**src/rtl/imem_loader.sv**
```systemverilog
// Boot-time instruction memory loader: assembles a little-endian byte stream
// (4-byte word count header, then N words) into sequential imem writes.
module imem_loader #(
    parameter int unsigned DEPTH = 64,
    parameter int unsigned AW    = 32
) (
    input  logic          clk,
    input  logic          reset,
    input  logic [7:0]    in_data,
    input  logic          in_valid,
    output logic          in_ready,
    input  logic          start,
    output logic          we,
    output logic [AW-1:0] wa,
    output logic [31:0]   wd,
    output logic          done,
    output logic          err,
    output logic          cpu_reset_n
);

    typedef enum logic [1:0] {
        HDR  = 2'd0,
        DATA = 2'd1,
        DONE = 2'd2
    } state_t;

    state_t      state;
    logic [1:0]  byte_idx;
    logic [31:0] word_idx;
    logic [31:0] n;
    logic [31:0] wbuf;
    logic [31:0] n_asm;
    logic [31:0] w_asm;
    logic        xfer;
    logic        last_byte;

    assign xfer      = in_valid && in_ready;
    assign last_byte = (byte_idx == 2'd3);

    // Header / word value including the byte arriving this cycle
    always_comb begin
        n_asm = n;
        w_asm = wbuf;
        n_asm[{byte_idx, 3'b000} +: 8] = in_data;
        w_asm[{byte_idx, 3'b000} +: 8] = in_data;
    end

    always_ff @(posedge clk or negedge reset) begin
        if (!reset) begin
            state       <= HDR;
            byte_idx    <= 2'd0;
            word_idx    <= 32'd0;
            n           <= 32'd0;
            wbuf        <= 32'd0;
            in_ready    <= 1'b1;
            we          <= 1'b0;
            wa          <= '0;
            wd          <= 32'd0;
            done        <= 1'b0;
            err         <= 1'b0;
            cpu_reset_n <= 1'b0;
        end else begin
            we <= 1'b0;
            case (state)
                HDR: begin
                    if (xfer) begin
                        n        <= n_asm;
                        byte_idx <= byte_idx + 2'd1;
                        if (last_byte) begin
                            word_idx <= 32'd0;
                            if (n_asm == 32'd0) begin
                                state       <= DONE;
                                done        <= 1'b1;
                                cpu_reset_n <= 1'b1;
                                in_ready    <= 1'b0;
                            end else begin
                                state <= DATA;
                            end
                        end
                    end
                end
                DATA: begin
                    if (xfer) begin
                        wbuf     <= w_asm;
                        byte_idx <= byte_idx + 2'd1;
                        if (last_byte) begin
                            // Words beyond the memory are drained but flagged
                            if (word_idx < 32'(DEPTH)) begin
                                we <= 1'b1;
                                wa <= AW'({word_idx, 2'b00});
                                wd <= w_asm;
                            end else begin
                                err <= 1'b1;
                            end
                            word_idx <= word_idx + 32'd1;
                            if (word_idx + 32'd1 == n) begin
                                state       <= DONE;
                                done        <= 1'b1;
                                cpu_reset_n <= 1'b1;
                                in_ready    <= 1'b0;
                            end
                        end
                    end
                end
                DONE: begin
                    if (start) begin
                        state       <= HDR;
                        done        <= 1'b0;
                        err         <= 1'b0;
                        word_idx    <= 32'd0;
                        byte_idx    <= 2'd0;
                        n           <= 32'd0;
                        cpu_reset_n <= 1'b0;
                        in_ready    <= 1'b1;
                    end
                end
                default: begin
                    state <= HDR;
                end
            endcase
        end
    end

endmodule

```
**config.mk**
```make
export PLATFORM = sky130hd
export DESIGN_NAME = imem_loader
export DESIGN_NICKNAME = d
export VERILOG_FILES = /design/src/rtl/imem_loader.sv
export SDC_FILE = /design/constraint.sdc
export NUM_CORES = 1
export LEC_CHECK = 0
export CORE_MARGIN = 2
export CORE_UTILIZATION = 52
export DETAILED_ROUTE_END_ITERATION = 8
export GPL_TIMING_DRIVEN = 0
export PLACE_DENSITY = 0.75
export SKIP_CTS_REPAIR_TIMING = 1
export SLEW_MARGIN = 10
export SYNTH_ARGS = -nofsm -noshare
export SYNTH_HDL_FRONTEND = slang
export SYNTH_SLANG_ARGS = --single-unit
export TNS_END_PERCENT = 50
```
**constraint.sdc**
```tcl
create_clock -name clk -period 3.2 [get_ports clk]
set_clock_uncertainty 0.15 [all_clocks]
set_input_delay 0.64 -clock clk [delete_from_list [all_inputs] [get_ports clk]]
set_output_delay 0.64 -clock clk [all_outputs]
set_load 0.03 [all_outputs]
```
==> flow_metrics.tcl, run 1 <==
set metrics [dict create \
    power_leakage_nw 4.58 \
    place_area_um2 9740 \
    hold_slack_ns -0.0288 \
    io_buffers 78 \
    tritoncts "yes" \
    max-vdd-ir-drop_v 0.000399 \
    synth_top_area_share_pct 47.8 \
    required_ns 3.38 \
    totalPowerFinal_mw 4.35 \
    drt_wl_total_um 25700 \
    hold_viol 11 \
    synth_cell_types 73 \
    setup_ws_ns -0.00453 \
    final_cell_mix "dfrtp_1 (164), nor2_1 (83), clkdlybuf4s50_1 (77), a21oi_1 (75), a32o_1 (59)" \
    timing.rr.start "word_idx[0]" \
    drc 0 \
    wl_per_cell_um 21.2 \
    final_antenna_net_count 0 \
    vias_per_cell 6.29 \
    async_flop_share_pct 100 \
    diodes 0 \
    num_io_pins 81 \
    overflow 0 \
    synth_area_leaders "dfrtp_1 (48%), a32o_1 (6.8%), a21oi_1 (4.3%)" \
    hpwl_um 18200 \
    vias 7619 \
    cp-end-kind "register" \
    swShare_pct 23.6 \
    die_h_um 133 \
    r2r_cells 10 \
    post-place-ws_ns -1.25 \
    grt_max_degree 107 \
    final_common_cell "dfrtp_1" \
    cts_made_buffers 17 \
    start_util_pct 52.7 \
    min_path_type "in -> async" \
    nNetsFinal 998 \
    grt_pass1_wl_um 40100 \
    worstMarginPinSlew_ns 0.859 \
    h-tree-depth 4 \
    syn_to_final_growth_pct 21.6 \
    grt_setup_unrepaired "yes" \
    cts.path.max_buffers 2 \
    clockRootBuffer "clkbuf_16" \
    violations "hold timing, setup timing" \
    post-route-min-period_ns 3.20 \
    p_sw_mw 1.02 \
    clkSlewWorstSetupHoldPaths_ns 0.07 \
    rows 47 \
    path_max_fanout 8 \
    gp_congestion 0.978 \
    status "finished, violations left" \
    finalCritPeriodShare_pct 100 \
    critical_path_arrival_ns 3.38 \
    grt_usage_pct 29.5 \
    synth_edf_count 0 \
    critical_path_class "reg -> reg" \
    grt_pass1_vias 7142 \
    drv_slew 0 \
    dr.pass1.iters 5 \
    ys_seq_area_share_pct 48.1 \
    ys_ff_latch 166 \
    synthesis.area_um2 8640 \
    cts_sinks 166 \
    internal_power_mw 3.32 \
    drv_cap 0 \
    reg2reg_slack_ns -0.005 \
    core_um2 16400 \
    relSlewSlack_pct 42.5 \
    die-area_um2 17700 \
    combinationalPowerShare_pct 2.5 \
    netlist_instances 873 \
    clk_latency_ns 0.44 \
    antenna_found_initial 0 \
    fmax_mhz 312 \
    synth_ff_type "dfrtp_1" \
    rr_endpoint "state[0]" \
    drive_gt1_share_pct 11.6 \
    p_seq_share_pct 48.3 \
    yosysTopAreaCell "dfrtp_1" \
    ys_warn_count 0 \
    p_clk_share_pct 49.2 \
    cp-start-kind "register" \
    final_area_um2 10500 \
    powerDensity_nw_per_um2 413 \
    die_width_um 133 \
    dr.first_iter.drc_count 656 \
    setup-violations-final 1 \
    syn_avg_cell_area_um2 9.90 \
]
==> synth_stat cells (all sizes together) (2+ instances only) <==
cell / number
a22o: 4
a31oi: 5
o22ai: 5
nand3b: 4
a21oi: 75
nand2b: 7
nand3: 24
a2111oi: 6
xnor2: 29
inv: 8
nor3b: 3
nor2b: 48
o41ai: 2
dfrtp: 165
a41oi: 2
nor2: 84
clkbuf: 45
or3: 2
and3: 7
and4: 6
or2: 2
a32o: 59
nor3: 17
mux2: 7
and2: 9
o21ai: 44
a21boi: 2
buf: 29
a22oi: 5
nand4: 18
nor4: 24
a211oi: 4
xor2: 18
o31ai: 21
o2111ai: 4
nor4b: 2
nand2: 46
ha: 7
a21o: 5
==> routing by layer <==
metal	up-vias	wire length [um]	global-route usage, %
met5	-	0	0
met4	0	997	13.9
met3	68	1720	5.29
met2	366	12000	45.0
met1	3736	11000	41.0
li1	3449	-	-
==> cell families (layout without fill, tap and decap cells) <==
logic type | count (synthesis) | in the layout | share of synthesized area [%]
other | 1 | 2 | 0.0434
AO/OA/AOI/OAI | 253 | 253 | 20.7
flip-flops | 166 | 166 | 48.1
XOR/XNOR | 47 | 47 | 4.76
adder cells (fa/ha/maj) | 7 | 7 | 1.01
multiplexers | 7 | 7 | 0.912
AND/OR/NAND/NOR | 309 | 309 | 19.8
buffers and inverters | 83 | 200 | 4.65
==> how the worst max path moves through the flow <==
| stage | startpoint | end | slack [ns] |
|---|---|---|---|
| finish | word_idx[0] | state[0] | -0.005 |
| global route | byte_idx[0] | cpu_reset_n | -0.09 |
| CTS | in_valid | wd[12] | -0.81 |
| detailed placement | in_valid | wd[14] | -1.25 |
| global placement | reset | wd[27] | -5.42 |
| floorplan | byte_idx[0] | state[0] | 0.27 |
==> state kept, by name, summed over array words and instances, names as in the netlist <==
name         count
word_idx        32
wa              30
wbuf            32
n               32
in_ready         1
wd              32
byte_idx         2
state            2
err              1
we               1
cpu_reset_n      1
==> critical path: stages (launching register included) <==
cell and delay (ns):
dfrtp_1 0.35, buf_2 0.20, nand4_1 0.52, nor4_4 0.40
buf_4 0.23, and3_1 0.25, xnor2_1 0.14, a2111oi_2 0.28
and4_1 0.21, nand4_1 0.14, o21a_1 0.22
==> stage by stage <==
stage / instances / util (%) / TNS [ns]
4_1_cts: 1205 / 63.1 / -34.29
3_3_place_gp: 1172 / 59.1 / -982.36
6_report: 1211 / 64.1 / -0.00453
3_5_place_dp: 1174 / 59.4 / -61.78
2_1_floorplan: 874 / - / 0
5_1_grt: 1211 / 64.1 / -0.193
==> final cells by class <==
type / count / area, um2
sequential: 166 / 4160
tap: 220 / 275
buffer: 74 / 377
fill: 1287 / 5900
timing repair buffer: 86 / 866
clock inverter: 13 / 165
inverter: 9 / 37.5
multi-input combinational: 625 / 4190
clock buffer: 18 / 439
==> power by group through the flow <==
stage | Combinational (mW) | Sequential [mW] | Clock [mW]
finish | 0.110 | 2.10 | 2.14
global route | 0.123 | 2.10 | 2.24
global placement | 0.104 | 2.14 | 0
CTS | 0.109 | 2.10 | 2.15
detailed placement | 0.109 | 2.14 | 0
floorplan | 0.0286 | 2.14 | 0
Note: power is estimated with default switching activity, not from simulation.
==> run 2, diff against run 1 <==
HOLD_SLACK_MARGIN = 0.12   (was unset)
==> run 2 against run 1 <==
  * The run ends with setup timing left
  * Largest cell class unchanged
  * Combinational power about the same
  * Critical path type unchanged
  * Total power about the same
  * Critical endpoint unchanged
  * Sequential power about the same
  * Cell area about the same
==> flow_metrics.tcl, run 2 (synthesis results as in run 1) <==
set metrics [dict create \
    critPathLaunch "word_idx[0]" \
    reg2reg_slack_ns -0.03 \
    final_antenna_net_count 0 \
    stdcell_count 1212 \
    required_ns 3.38 \
    setup-violations-final 1 \
    cp-end-kind "register" \
    fin_setup_tns_ns -0.0296 \
    cts.path.max_buffers 2 \
    place_area_um2 9740 \
    dr.pass1.iters 6 \
    nFillCells 1286 \
    vias 7595 \
    clkSlewWorstSetupHoldPaths_ns 0.07 \
    drv_slew 0 \
    status "finished, violations left" \
    path_max_fanout 8 \
    drive_gt1_share_pct 11.6 \
    grt_setup_unrepaired "yes" \
    seq_area_um2 4160 \
    final_common_cell "dfrtp_1" \
    critical_path_class "reg -> reg" \
    core_um2 16400 \
    hold_viol 0 \
    power_leakage_nw 4.59 \
    grt_max_degree 107 \
    r2r_cells 10 \
    totalPowerFinal_mw 4.34 \
    drc 0 \
    start_util_pct 52.7 \
    powerDensity_nw_per_um2 413 \
    endpoint "state[0]" \
    min_path_type "reg -> reg" \
    gp_congestion 0.978 \
    fmax_mhz 310 \
    nNetsFinal 999 \
    holdPathStages 1 \
    multi_input_area_um2 4190 \
    vias_per_cell 6.27 \
    diodes 0 \
    clockRootBuffer "clkbuf_16" \
    rr_endpoint "state[0]" \
    violations "setup timing" \
    grt_usage_pct 29.5 \
    io_buffers 78 \
    cts_made_buffers 17 \
    h-tree-depth 4 \
    dr.first_iter.drc_count 698 \
    cp-start-kind "register" \
    die_h_um 133 \
    timing.rr.start "word_idx[0]" \
    overflow 0 \
    grt_pass1_wl_um 40100 \
    setup_ws_ns -0.0296 \
    die-area_um2 17700 \
    antenna_found_initial 0 \
    tritoncts "yes" \
    hold_slack_ns 0.335 \
    wl_per_cell_um 21.2 \
    drv_cap 0 \
    place_inst 1174 \
    post-route-min-period_ns 3.23 \
    final_area_um2 10500 \
    worstMarginPinSlew_ns 0.867 \
    drt_wl_total_um 25700 \
    die_width_um 133 \
    critical_path_arrival_ns 3.41 \
    finalCritPeriodShare_pct 101 \
    num_io_pins 81 \
    max-vdd-ir-drop_v 0.000404 \
    grt_pass1_vias 7142 \
    hpwl_um 18200 \
    final_cell_mix "dfrtp_1 (164), nor2_1 (83), clkdlybuf4s50_1 (77), a21oi_1 (75), a32o_1 (59)" \
    clk_latency_ns 0.44 \
    relSlewSlack_pct 42.0 \
    syn_to_final_growth_pct 21.8 \
    rows 47 \
    cts_sinks 166 \
]
run 2: worst min-delay path by stage:
stage          startpoint     endpoint  slack, ns
2_1_floorplan       reset  byte_idx[0]       0.19
3_3_place_gp     wbuf[15]     wbuf[15]       0.32
3_5_place_dp     wbuf[26]     wbuf[26]       0.32
4_1_cts             reset  word_idx[4]      -0.01
5_1_grt          wbuf[31]     wbuf[31]       0.34
6_report         wbuf[21]     wbuf[21]       0.34
run 2: metal layers:
layer  track usage (%)  vias up  part of all wire [%]
li1                  -     3437                     -
met1              41.0     3744                    43
met4              13.9        0                   4.1
met2              45.0      333                    46
met3              5.29       81                   6.2
met5                 0        -                     0
run 2: report_power, final:
group | internal, mW | switching, mW
Clock | 1.19 | 0.939
Sequential | 2.10 | 0
Combinational | 0.0291 | 0.0827
Total | 3.32 | 1.02
run 2: stage by stage:
stage	utilization [%]	setup WS [ns]
finish	64.1	-0.0296
global route	64.1	-0.0878
CTS	63.1	-0.813
detailed placement	59.4	-1.25
global placement	59.1	-5.42
floorplan	-	0.270
run 2: layout make-up:
| class | instances | share of cell area [%] |
|---|---|---|
| plain buffers | 74 | 3.58 |
| flip-flops and latches | 166 | 39.5 |
| clock inverters | 13 | 1.57 |
| clock buffers | 18 | 4.18 |
| multi-input cells | 625 | 39.9 |
| inverters | 9 | 0.357 |
| well taps | 220 | 2.62 |
| repair buffers | 87 | 8.33 |
run 2: worst max-delay path: stages (launching register included):
cell	delay [ns]
dfrtp_1	0.35
buf_2	0.20
nand4_1	0.53
nor4_4	0.41
buf_4	0.23
and3_1	0.25
xnor2_1	0.14
a2111oi_2	0.28
and4_1	0.21
nand4_1	0.14
o21a_1	0.22
